$ cat src/rtl/bus_arbiter_if.sv
// ----------------------------------------------------------------------------
// bus_arbiter_if
// Bundles the request/grant signals of the internal 8-bit tristate bus arbiter.
//   req[N]         : per-driver request, level-sensitive
//   lock[N]        : per-driver lock, blocks hold-limit preemption of the owner
//   grant[N]       : registered one-hot (or zero) grant, drives tristate enables
//   owner[OW]      : index of current owner, 0 when nobody owns the bus
//   owner_valid    : |grant
//   bus_idle       : ~|grant
// Modports: master = requester side, slave = arbiter side.
// ----------------------------------------------------------------------------
interface bus_arbiter_if #(
    parameter int N = 4
) ();
    localparam int OW = (N > 1) ? $clog2(N) : 1;

    logic [N-1:0]  req;
    logic [N-1:0]  lock;
    logic [N-1:0]  grant;
    logic [OW-1:0] owner;
    logic          owner_valid;
    logic          bus_idle;

    modport master (
        output req,
        output lock,
        input  grant,
        input  owner,
        input  owner_valid,
        input  bus_idle
    );

    modport slave (
        input  req,
        input  lock,
        output grant,
        output owner,
        output owner_valid,
        output bus_idle
    );
endinterface

$ cat src/rtl/bus_arbiter.sv
// ----------------------------------------------------------------------------
// bus_arbiter
// Round-robin arbiter for the shared internal tristate bus. Grants are
// registered and one-hot so they can drive tristate enables directly, and an
// optional turnaround gap keeps two drivers from ever being enabled together.
// Ports:
//   clk    : clock
//   reset  : synchronous, active-high reset
//   bus    : bus_arbiter_if.slave (req/lock in, grant/owner/owner_valid/
//            bus_idle out, all outputs registered)
// Parameters:
//   N          : number of requesters (2..8)
//   TURNAROUND : dead cycles between successive owners (0..3)
//   MAXHOLD    : max consecutive grant cycles under contention, 0 = unlimited
// ----------------------------------------------------------------------------
module bus_arbiter #(
    parameter int N          = 4,
    parameter int TURNAROUND = 1,
    parameter int MAXHOLD    = 8
) (
    input  logic          clk,
    input  logic          reset,
    bus_arbiter_if.slave  bus
);
    localparam int OW = (N > 1) ? $clog2(N) : 1;
    localparam int HW = (MAXHOLD == 0) ? 1 : $clog2(MAXHOLD + 1);

    localparam logic [HW-1:0] HOLD_MAX  = {HW{1'b1}};
    localparam logic [HW-1:0] HOLD_LIM  = HW'(MAXHOLD);
    localparam logic [1:0]    TURN_INIT = 2'(TURNAROUND);
    localparam logic [OW-1:0] LAST_RST  = OW'(N - 1);

    typedef enum logic [1:0] {
        IDLE = 2'd0,
        OWN  = 2'd1,
        TURN = 2'd2
    } state_e;

    // First requester after 'last', wrapping modulo N.
    function automatic logic [OW-1:0] rr_pick(input logic [N-1:0] r,
                                              input logic [OW-1:0] last);
        logic [OW-1:0] w;
        logic          found;
        logic [N-1:0]  rot;
        int            idx;
        w     = '0;
        found = 1'b0;
        for (int k = 1; k <= N; k++) begin
            idx = (int'(last) + k) % N;
            rot = r >> idx;
            if (!found && rot[0]) begin
                w     = OW'(idx);
                found = 1'b1;
            end
        end
        return w;
    endfunction

    function automatic logic [N-1:0] onehot(input logic [OW-1:0] i);
        return {{(N-1){1'b0}}, 1'b1} << i;
    endfunction

    state_e        state_q, state_d;
    logic [N-1:0]  grant_q, grant_d;
    logic [OW-1:0] owner_q, owner_d;
    logic [OW-1:0] last_q, last_d;
    logic [HW-1:0] hold_q, hold_d;
    logic [1:0]    turn_q, turn_d;
    logic          valid_q, valid_d;
    logic          idle_q, idle_d;

    logic          take;
    logic [OW-1:0] win;
    logic          any_req;
    logic          owner_req;
    logic          owner_lock;
    logic          others;
    logic          preempt;
    logic          release_own;

    // State register
    always_ff @(posedge clk) begin
        if (reset) begin
            state_q <= IDLE;
            grant_q <= '0;
            owner_q <= '0;
            last_q  <= LAST_RST;
            hold_q  <= '0;
            turn_q  <= '0;
            valid_q <= 1'b0;
            idle_q  <= 1'b1;
        end else begin
            state_q <= state_d;
            grant_q <= grant_d;
            owner_q <= owner_d;
            last_q  <= last_d;
            hold_q  <= hold_d;
            turn_q  <= turn_d;
            valid_q <= valid_d;
            idle_q  <= idle_d;
        end
    end

    // Next-state logic
    always_comb begin
        state_d    = state_q;
        take       = 1'b0;
        win        = rr_pick(bus.req, last_q);
        any_req    = |bus.req;
        // grant_q is one-hot while owning, so masking with it selects the owner.
        owner_req  = |(bus.req & grant_q);
        owner_lock = |(bus.lock & grant_q);
        others     = |(bus.req & ~grant_q);
        preempt    = (MAXHOLD != 0) && (hold_q >= HOLD_LIM) && !owner_lock && others;
        release_own = !owner_req || preempt;

        case (state_q)
            IDLE: begin
                if (any_req) begin
                    state_d = OWN;
                    take    = 1'b1;
                end
            end
            OWN: begin
                if (release_own) begin
                    if (TURNAROUND != 0) begin
                        state_d = TURN;
                    end else if (any_req) begin
                        // Pointer already sits on the old owner, so a waiting
                        // requester always wins over it.
                        state_d = OWN;
                        take    = 1'b1;
                    end else begin
                        state_d = IDLE;
                    end
                end
            end
            TURN: begin
                if (turn_q <= 2'd1) begin
                    if (any_req) begin
                        state_d = OWN;
                        take    = 1'b1;
                    end else begin
                        state_d = IDLE;
                    end
                end
            end
            default: state_d = IDLE;
        endcase
    end

    // Output / datapath next values
    always_comb begin
        grant_d = grant_q;
        owner_d = owner_q;
        last_d  = last_q;
        hold_d  = hold_q;
        turn_d  = turn_q;

        if (take) begin
            grant_d = onehot(win);
            owner_d = win;
            last_d  = win;
            hold_d  = HW'(1);
        end else if (state_d != OWN) begin
            grant_d = '0;
            owner_d = '0;
            hold_d  = '0;
        end else if (hold_q != HOLD_MAX) begin
            hold_d = hold_q + HW'(1);
        end

        if (state_q == OWN && state_d == TURN) begin
            turn_d = TURN_INIT;
        end else if (state_q == TURN && turn_q != 2'd0) begin
            turn_d = turn_q - 2'd1;
        end

        valid_d = |grant_d;
        idle_d  = ~|grant_d;
    end

    assign bus.grant       = grant_q;
    assign bus.owner       = owner_q;
    assign bus.owner_valid = valid_q;
    assign bus.bus_idle    = idle_q;

endmodule

$ cat src/flat_wrapper.sv
// flat-port wrapper written by rule: the top's interface ports become plain ports
module bus_arbiter_flat 
#(
    parameter int N          = 4,
    parameter int TURNAROUND = 1,
    parameter int MAXHOLD    = 8
)
  (clk, reset, bus_req, bus_lock, bus_grant, bus_owner, bus_owner_valid, bus_bus_idle);
  bus_arbiter_if #(.N(N)) bus_i ();
  input  logic clk;
  input  logic reset;
  input wire logic [$bits(bus_i.req)-1:0] bus_req;
  input wire logic [$bits(bus_i.lock)-1:0] bus_lock;
  output wire logic [$bits(bus_i.grant)-1:0] bus_grant;
  output wire logic [$bits(bus_i.owner)-1:0] bus_owner;
  output wire logic [$bits(bus_i.owner_valid)-1:0] bus_owner_valid;
  output wire logic [$bits(bus_i.bus_idle)-1:0] bus_bus_idle;
  assign bus_i.req = bus_req;
  assign bus_i.lock = bus_lock;
  assign bus_grant = bus_i.grant;
  assign bus_owner = bus_i.owner;
  assign bus_owner_valid = bus_i.owner_valid;
  assign bus_bus_idle = bus_i.bus_idle;
  bus_arbiter #(.N(N), .TURNAROUND(TURNAROUND), .MAXHOLD(MAXHOLD)) u_core (.clk(clk), .reset(reset), .bus(bus_i));
endmodule
$ cat config.mk
export PLATFORM = sky130hd
export DESIGN_NAME = bus_arbiter_flat
export DESIGN_NICKNAME = d
export VERILOG_FILES = /design/src/rtl/bus_arbiter_if.sv /design/src/rtl/bus_arbiter.sv /design/src/flat_wrapper.sv
export SDC_FILE = /design/constraint.sdc
export NUM_CORES = 1
export LEC_CHECK = 0
export BUFFER_PORTS_ARGS = -buffer_cell sky130_fd_sc_hd__buf_4
export CELL_PAD_IN_SITES_DETAIL_PLACEMENT = 1
export CELL_PAD_IN_SITES_GLOBAL_PLACEMENT = 1
export CORE_ASPECT_RATIO = 0.8
export CORE_MARGIN = 3
export CORE_UTILIZATION = 39
export CTS_CLUSTER_SIZE = 24
export DETAILED_ROUTE_END_ITERATION = 7
export MAX_ROUTING_LAYER = met4
export PLACE_DENSITY_LB_ADDON = 0.1
export SLEW_MARGIN = 20
export SYNTH_ARGS = -nofsm -noshare
export SYNTH_HDL_FRONTEND = slang
export SYNTH_SLANG_ARGS = --single-unit
$ cat constraint.sdc
create_clock -name clk -period 1.8 [get_ports clk]
set_clock_uncertainty 0.05 [all_clocks]
set_input_delay 0.18 -clock clk [delete_from_list [all_inputs] [get_ports clk]]
set_output_delay 0.18 -clock clk [all_outputs]
set_load 0.01 [all_outputs]
==> flow_summary.yaml, run 1 <==
sta:
  tightest_slew_ns: 0.410
  fmax_mhz: 586
  fin_crit_ns: 1.71
  rsz0062_at_grt: "yes"
  fin_crit_sh_pct: 94.9
  whs_ns: 0.104
  maxSlewHeadroom_pct: 72.6
  slew_viol_final: 0
  finalSetupViolCount: 0
  finalHoldViolations: 0
power:
  max-vdd-ir-drop_v: 0.000576
  power.density_mw_per_mm2: 810
  p_leak_uw: 0.000448
routing:
  routedLengthMet1_um: 990
  postRouteAntennaNets: 0
  routed-wl-met2_um: 958
  first_pass_iters: 4
  drc: 0
  vias_per_cell: 5.72
  drt-initial-drc-count: 23
  highest_layer: "met4"
  dr_total_vias: 812
  route.met3.wl_um: 154
  wl_mm: 2.13
  wl_per_cell_um: 15.0
clocking:
  cts_setup_buffers: 0
  cts_tree: "built"
  clock-sinks: 18
  cts_buffer_depth: 2
  cts_max_level: 1
  ctsResizeCount: 0
  cts_made_buffers: 3
  clock_latency_ns: 0.28
  postCtsHoldBufs: 0
  cts-root-buf: "clkbuf_4"
  clkSlewWorstSetupHoldPaths_ns: 0.10
synth:
  syn_inst: 99
  ys_seq_area_share_pct: 40.5
  yosys_warnings: 0
  synthMuxAreaShare_pct: 2.25
  syn_nets: 113
  ys_types: 35
  synthAdderAreaFrac_pct: 5.63
  synth_xor_area_share_pct: 1.97
  synth_simple_gate_area_share_pct: 22.2
  ys_ff_latch: 18
  syn_avg_cell_area_um2: 8.99
  syn-cell-area_um2: 890
  synth_top_family_by_area: "compound AO/OA/AOI/OAI gates"
  synth_compound_area_share_pct: 22.8
setup_path:
  reg2reg_from: "u_core.bus.grant[0]$_SDFF_PP0_"
  crit_required_ns: 1.94
  ff2ff_setup_slack_ns: 0.09
  end_kind: "register"
  crit_path_max_fanout: 6
  reg2reg_to: "u_core.bus.grant[0]$_SDFF_PP0_"
  critical_path.endpoint: "u_core.bus.grant[0]$_SDFF_PP0_"
  crit_type: "reg2reg"
  reg2regPathDepth: 5
  startpoint: "u_core.bus.grant[0]$_SDFF_PP0_"
  critPathArrivalTime_ns: 1.84
  cp-start-kind: "register"
layout:
  final_cell_mix: "buf_4 (17), dfxtp_1 (16), inv_1 (10), nor2_1 (10), a21oi_1 (7)"
  diodes: 0
  nets: 134
  layoutNonFillerInstCount: 142
  fin_util_pct: 53.2
  finalInstanceArea_mm2: 0.00107
  fill_cells: 245
  mostFrequentLayoutCell: "buf_4"
  area_growth_syn_to_layout_pct: 20.5
  final_layout_size_suffix_gt1_share_pct: 24.6
grt:
  grt_usage_pct: 16.6
  antenna_found_initial: 0
  overflow: 0
  grt_pass1_vias: 813
  grt_max_degree: 13
  grt_pass1_wl_mm: 3.71
placement:
  dp_hpwl_mm: 1.70
  place_area_mm2: 0.00104
  io_buffers: 17
  place_congestion: 0.690
  place_inst: 139
floorplanning:
  io_pins: 18
  chipHeight_um: 48.7
  dieArea_mm2: 0.00289
  initial_core_util_pct: 44.2
  rows: 14
  dieWidth_um: 59.4
  fp.coreArea_mm2: 0.00201
status:
  outcome: "finished clean"
hold_path:
  hold_path.class: "in2reg"
run:
  maxCapViolCount: 0
-- area by class of cell --
| class | count | area, um2 | area share (%) |
|---|---|---|---|
| inverters | 10 | 37.5 | 3.50 |
| clock buffers | 3 | 22.5 | 2.10 |
| repair buffers | 17 | 128 | 11.9 |
| multi-input cells | 70 | 492 | 45.9 |
| flip-flops and latches | 18 | 363 | 33.8 |
| well taps | 24 | 30.0 | 2.80 |
-- cells in the mapped netlist --
cell type	instances	area [um2]
and3_4	1	11.3
o31ai_2	1	12.5
nand3_2	1	10.0
a32oi_1	1	8.76
or2b_1	1	7.51
a32o_1	1	10.0
ha_1	4	50.1
a211o_1	2	17.5
o2111ai_1	1	8.76
nor4_1	1	6.26
nor2b_1	2	12.5
a222oi_1	1	10.0
nor3_1	2	10.0
o2bb2ai_1	2	17.5
o21ai_1	4	20.0
inv_1	10	37.5
a21oi_1	7	35.0
o22ai_1	1	6.26
a221oi_1	1	8.76
nand2b_1	5	31.3
a41oi_2	1	16.3
xnor2_1	2	17.5
a22o_1	1	8.76
a311o_1	1	10.0
nand3_1	3	15.0
and3b_1	2	17.5
nand2_1	2	7.51
mux2i_1	2	20.0
clkbuf_1	1	3.75
or2_2	1	6.26
dfxtp_1	18	360
a31oi_1	2	12.5
nor2_1	11	41.3
nor3b_1	2	15.0
nand4_1	1	6.26
-- power by group --
group,internal (uW),switching (uW),total [uW]
registers,435,38.3,473
logic,97.6,106,204
clock network,77.6,114,192
-- logic make-up (layout without fill, tap and decap cells) --
family | count (synthesis) | in the layout
compound gates | 27 | 27
xor+xnor | 2 | 2
fa+ha+maj | 4 | 4
buf+inv | 11 | 30
flops | 18 | 18
mux | 2 | 2
simple gates | 35 | 35
-- layer usage --
layer	up-vias	global-route usage, %
met1	391	21.4
met3	4	4.52
met4	0	4.53
met5	-	-
li1	396	-
met2	21	25.1
-- worst min-delay path by stage --
stage,start,end,slack (ns),cells past startpoint
final,reset,u_core.bus.grant[2]$_SDFF_PP0_,0.10,2
after global routing,reset,u_core.turn_q[0]$_SDFFE_PP0P_,0.10,2
after CTS,reset,u_core.turn_q[0]$_SDFFE_PP0P_,0.09,2
after detailed placement,reset,u_core.turn_q[0]$_SDFFE_PP0P_,0.41,2
after global placement,reset,u_core.turn_q[0]$_SDFFE_PP0P_,0.40,2
after floorplan,reset,u_core.bus.bus_idle$_SDFF_PP1_,0.27,2
-- through the flow --
stage          setup TNS [ns]  power [uW]  worst slack, ns
3_3_place_gp                0         676            0.182
6_report                    0         868           0.0924
4_1_cts                     0         880           0.0637
2_1_floorplan               0         600            0.280
5_1_grt               -0.0309         932          -0.0227
3_5_place_dp                0         685           0.0842
-- state kept, by name (all words and copies together), names as in the netlist --
name / flops
u_core.last_q: 2
u_core.bus.bus_idle: 1
u_core.hold_q: 4
u_core.turn_q: 2
u_core.bus.owner_valid: 1
u_core.bus.owner: 2
u_core.bus.grant: 4
u_core.state_q: 2
-- critical path: stages (launching register included) --
cell and delay (ns):
dfxtp_1 0.37, a22o_1 0.24, a221oi_1 0.32, a41oi_2 0.15, and3_4 0.28, a32o_1 0.19
(Power assumes the default switching activity.)
==> inputs of run 2 (changes only) <==
ABC_AREA = 1   (was default)
GPL_ROUTABILITY_DRIVEN = 0   (was default)
PLACE_DENSITY = 0.88   (was default)
PLACE_DENSITY_LB_ADDON = default   (was 0.1)
==> flow_summary.yaml, run 2 <==
floorplanning:
  dieArea_mm2: 0.00367
  dieWidth_um: 67.0
  chipHeight_um: 54.8
  fp.coreArea_mm2: 0.00281
  rows: 17
  io_pins: 18
  initial_core_util_pct: 41.4
placement:
  io_buffers: 17
  dp_hpwl_mm: 2.93
  place_inst: 228
  dp_slack_ns: 0.0759
synth:
  yosys.area.top_type: "dfxtp_1"
  ys_types: 26
  yosysMostFrequentCell: "nand2_1"
  ys_seq_area_share_pct: 31.0
  yosys_warnings: 0
  ys_top_cells_by_count: "nand2_1 (49), inv_1 (23), dfxtp_1 (18)"
  ys_ff_latch: 18
  syn_avg_cell_area_um2: 6.63
  synth_edf_count: 0
  syn_nets: 189
  yosys-top-cells-area: "dfxtp_1 (31%), nand2_1 (16%), inv_1 (7.4%), nor2_1 (5.2%), nand3_1 (4.7%)"
  synth_flop_cell: "dfxtp_1"
  syn-cell-area_mm2: 0.00116
  synthArstFlopShare_pct: 0
  synth_top_area_share_pct: 31.0
  syn_inst: 175
sta:
  setup-tns-final_ns: 0
  finalSetupViolCount: 0
  tightest_slew_ns: 0.453
  slew_viol_final: 0
  fmax_mhz: 602
  rsz0062_at_grt: "no"
  fin_crit_sh_pct: 92.2
  finalHoldViolations: 0
  fin_ws_ns: 0.140
  whs_ns: 0.137
  fin_crit_ns: 1.66
  maxSlewHeadroom_pct: 69.6
setup_path:
  crit_type: "reg2reg"
  reg2reg_from: "u_core.last_q[0]$_SDFFE_PP1P_"
  critPathArrivalTime_ns: 1.80
  reg2reg_to: "u_core.bus.grant[2]$_SDFF_PP0_"
  reg2regPathDepth: 12
  crit_required_ns: 1.94
  cp-start-kind: "register"
  crit_path_max_fanout: 10
  end_kind: "register"
  ff2ff_setup_slack_ns: 0.14
routing:
  wl_mm: 3.60
  dr_total_vias: 1208
  wl_per_cell_um: 15.6
  first_pass_iters: 4
  drt-initial-drc-count: 110
  drc: 0
  postRouteAntennaNets: 0
  vias_per_cell: 5.23
layout:
  fill_cells: 389
  diodes: 0
  nets: 209
  mostFrequentLayoutCell: "nand2_1"
  layoutNonFillerInstCount: 231
  area_growth_syn_to_layout_pct: 18.6
  seqCellArea_um2: 363
  final_cell_mix: "nand2_1 (46), inv_1 (23), buf_4 (17), dfxtp_1 (16), nor2_1 (15)"
  multi_input_area_um2: 687
  final_layout_size_suffix_gt1_share_pct: 24.4
power:
  p_leak_uw: 0.000661
  power.density_mw_per_mm2: 1530
  max-vdd-ir-drop_v: 0.000548
  p_total_uw: 2110
clocking:
  clock-sinks: 18
  cts_setup_buffers: 0
  cts_max_level: 1
  clkSlewWorstSetupHoldPaths_ns: 0.06
  cts_made_buffers: 3
  cts_tree: "built"
  cts_buffer_depth: 2
  clock_latency_ns: 0.25
  postCtsHoldBufs: 0
  cts-root-buf: "clkbuf_8"
hold_path:
  hp-start: "reset"
  holdPathStages: 2
  hold-path-endpoint: "u_core.bus.grant[3]$_SDFF_PP0_"
  hold_path.class: "in2reg"
grt:
  grt_max_degree: 12
  antenna_found_initial: 0
  grt_usage_pct: 22.4
  overflow: 0
  grt_pass1_wl_mm: 5.84
  grt_pass1_vias: 1195
run:
  maxCapViolCount: 0
status:
  outcome: "finished clean"
==> run 2: cell count changes after synthesis, moves of 3 or more <==
cell / previous run / this run
inv_1: 10 / 23
inv_2: 0 / 3
nand2_1: 2 / 49
nand2_2: 0 / 8
nand2_4: 0 / 3
nand2b_1: 5 / 0
nand3_1: 3 / 11
nand4_1: 1 / 8
nor2_1: 11 / 16
o21ai_0: 0 / 3
==> run 2: layout make-up <==
cell class                 count  share of cell area (%)
clock buffer                   3                    3.00
inverter                      26                    7.27
multi-input combinational    128                    49.9
sequential                    18                    26.3
tap                           38                    3.45
timing repair buffer          18                    10.1
==> run 2: critical path, cell delays in order (launching register included) <==
cell	delay [ns]
dfxtp_2	0.35
buf_6	0.14
nand2_1	0.10
nand2_2	0.09
nand2_2	0.08
nand2_2	0.08
nor2_4	0.11
nand4_1	0.13
nand2_1	0.13
nand2_2	0.10
nor2_2	0.11
nor2_1	0.05
nor2_1	0.08
==> run 2: where the power goes <==
group | total, uW | switching (uW) | internal [uW]
clock network | 281 | 132 | 149
registers | 626 | 119 | 507
logic | 1200 | 776 | 425
total | 2110 | 1030 | 1080
==> run 2: logic make-up after synthesis <==
kind of cell	synth area share (%)
AOI/OAI and AO/OA	10.7
xor gates and xnor gates	1.51
buffers and inverters	10.7
adders and majority gates	4.31
and+or+nand+nor	41.8
DFF	31.0
==> run 2: metrics by stage <==
step | utilization (%) | cell area, um2
floorplan | - | 1160
finish | 49.1 | 1380
global route | 49.1 | 1380
global placement | 46.9 | 1320
CTS | 48.4 | 1360
detailed placement | 46.9 | 1320
==> run 2: layer usage <==
metal / GRT usage, % / vias up / wire length, um
met5: - / - / 0
met2: 35.4 / 21 / 1740
met4: 4.71 / 0 / 36
met3: 4.93 / 6 / 138
met1: 29.4 / 583 / 1680
li1: - / 598 / -
==> run 2: what timing repair did <==
action / 4_1_cts / 5_1_grt
resized for setup: 0 / 8
endpoints found under the setup margin: 0 / 7
endpoints found under the hold margin: 0 / 0
==> run 2: how the worst max path moves through the flow <==
stage / from / end / slack, ns / cells after the start
after floorplan: u_core.last_q[0]$_SDFFE_PP1P_ / u_core.bus.grant[2]$_SDFF_PP0_ / 0.37 / 13
after global placement: u_core.last_q[0]$_SDFFE_PP1P_ / u_core.last_q[0]$_SDFFE_PP1P_ / 0.18 / 10
after detailed placement: u_core.last_q[0]$_SDFFE_PP1P_ / u_core.last_q[0]$_SDFFE_PP1P_ / 0.08 / 10
after CTS: u_core.last_q[0]$_SDFFE_PP1P_ / u_core.bus.grant[2]$_SDFF_PP0_ / 0.04 / 12
after global routing: u_core.last_q[0]$_SDFFE_PP1P_ / u_core.last_q[0]$_SDFFE_PP1P_ / 0.02 / 10
final: u_core.last_q[0]$_SDFFE_PP1P_ / u_core.bus.grant[2]$_SDFF_PP0_ / 0.14 / 12
==> inputs of run 3 (changes only) <==
clock period = 1.6 ns   (was 1.8 ns; I/O delays follow)
==> flow_summary.yaml, run 3 (synthesis gave the netlist of run 2 again) <==
status:
  outcome: "finished, violations left"
  failed_checks: "setup timing"
setup_path:
  crit_path_max_incr_delay_ns: 0.41
  cp-start-kind: "register"
  crit_type: "reg2reg"
  ff2ff_setup_slack_ns: -0.04
  reg2regPathDepth: 10
  cp_num_buf_inv: 3
  crit_path_max_fanout: 5
  cp_cell_sequence: "buf_8 -> nand2_4 -> nand2_2 -> buf_4 -> nand2_1 -> nand2_1 -> nand4_1 -> buf_4 -> nand4_1 -> a21oi_2"
  reg2reg_from: "u_core.last_q[0]$_SDFFE_PP1P_"
  reg2reg_to: "u_core.bus.grant[0]$_SDFF_PP0_"
  crit_family: "simple AND/OR/NAND/NOR gates"
  cp_slowest_cell: "dfxtp_4"
  end_kind: "register"
  crit_required_ns: 1.70
  critPathArrivalTime_ns: 1.74
clocking:
  clock_latency_ns: 0.25
  clkSlewWorstSetupHoldPaths_ns: 0.07
  cts-root-buf: "clkbuf_8"
  cts_tree: "built"
  cts_buffer_depth: 2
  postCtsHoldBufs: 0
  cts_made_buffers: 3
  cts_max_level: 1
  clock-sinks: 18
grt:
  grt_pass1_vias: 1248
  antenna_found_initial: 0
  grt_pass1_wl_mm: 6.07
  grt_usage_pct: 22.9
  grt_max_degree: 12
  overflow: 0
routing:
  wl_per_cell_um: 18.4
  drt-initial-drc-count: 53
  first_pass_iters: 4
  wl_mm: 4.51
  dr_total_vias: 1325
  vias_per_cell: 5.41
  drc: 0
  postRouteAntennaNets: 0
layout:
  mostFrequentLayoutCell: "nand2_1"
  diodes: 0
  fin_util_pct: 57.1
  area_growth_syn_to_layout_pct: 38.1
  fill_cells: 380
  final_layout_size_suffix_gt1_share_pct: 37.7
  final_cell_mix: "nand2_1 (36), buf_4 (30), inv_1 (22), dfxtp_1 (15)"
  nets: 223
floorplanning:
  fp.coreArea_mm2: 0.00281
  dieWidth_um: 67.0
  io_pins: 18
  chipHeight_um: 54.8
  dieArea_mm2: 0.00367
  initial_core_util_pct: 41.4
  rows: 17
sta:
  maxSlewHeadroom_pct: 80.3
  tightest_slew_ns: 0.293
  whs_ns: 0.123
  fin_crit_ns: 1.64
  finalSetupViolCount: 3
  fin_crit_sh_pct: 103
  slew_viol_final: 0
  rsz0062_at_grt: "yes"
  fmax_mhz: 610
  fin_ws_ns: -0.0404
  finalHoldViolations: 0
placement:
  io_buffers: 17
  dp_hpwl_mm: 3.01
  dp_slack_ns: -0.0996
run:
  maxCapViolCount: 0
power:
  power_frac_comb_pct: 64.2
  p_seq_share_pct: 25.1
  pwr-share-clk_pct: 10.7
  p_int_uw: 1490
  p_leak_uw: 0.000765
  p_sw_share_pct: 48.8
  max-vdd-ir-drop_v: 0.000744
  switchingPower_uw: 1420
  power.density_mw_per_mm2: 1810
hold_path:
  hold_path.class: "in2reg"
  hp-start: "reset"
  holdPathStages: 2
  hold-path-endpoint: "u_core.bus.grant[0]$_SDFF_PP0_"
[run 3: cell type report]
| class | count | area (um2) | share of cell area [%] |
|---|---|---|---|
| Multi-Input combinational cell | 128 | 773 | 48.2 |
| Sequential cell | 18 | 369 | 23.0 |
| Timing Repair Buffer | 32 | 265 | 16.5 |
| Inverter | 26 | 108 | 6.71 |
| Tap cell | 38 | 47.5 | 2.96 |
| Clock buffer | 3 | 41.3 | 2.57 |
[run 3: power groups by stage]
stage | logic (uW) | clock network [uW] | registers (uW)
floorplan | 930 | 0 | 699
global placement | 1300 | 0 | 679
detailed placement | 1390 | 0 | 687
CTS | 1440 | 311 | 686
global route | 2010 | 329 | 743
finish | 1870 | 311 | 729
[run 3: routing by layer]
layer / GRT usage [%] / routed length [um]
met1: 29.7 / 2040
met2: 37.5 / 2230
met3: 4.31 / 190
met4: 4.71 / 54
met5: - / 0
[run 3: what timing repair did]
| item | CTS | global route |
|---|---|---|
| cloned | 0 | 1 |
| pin swaps | 0 | 11 |
| endpoints found under the setup margin | 9 | 15 |
| gates resized for setup | 6 | 34 |
| buffers inserted | 0 | 7 |
[run 3: worst max path at each step]
stage          depth (start not counted)                           from                              to  slack, ns
4_1_cts                               12  u_core.last_q[0]$_SDFFE_PP1P_  u_core.bus.grant[2]$_SDFF_PP0_     0.0001
3_5_place_dp                          12  u_core.last_q[1]$_SDFFE_PP1P_  u_core.bus.grant[2]$_SDFF_PP0_       -0.1
2_1_floorplan                         13  u_core.last_q[0]$_SDFFE_PP1P_  u_core.bus.grant[2]$_SDFF_PP0_       0.17
6_report                              10  u_core.last_q[0]$_SDFFE_PP1P_  u_core.bus.grant[0]$_SDFF_PP0_      -0.04
5_1_grt                               10  u_core.last_q[0]$_SDFFE_PP1P_  u_core.bus.grant[3]$_SDFF_PP0_      -0.17
3_3_place_gp                          12  u_core.last_q[1]$_SDFFE_PP1P_  u_core.bus.grant[2]$_SDFF_PP0_       0.02
[run 3: per-stage QoR]
step | total power [uW] | area (um2) | setup TNS [ns] | instances
floorplan | 1630 | 1160 | 0 | 175
global placement | 1980 | 1360 | 0 | 234
detailed placement | 2080 | 1360 | -0.317 | 234
CTS | 2430 | 1420 | 0 | 237
global route | 3080 | 1600 | -0.786 | 245
finish | 2910 | 1600 | -0.0899 | 245
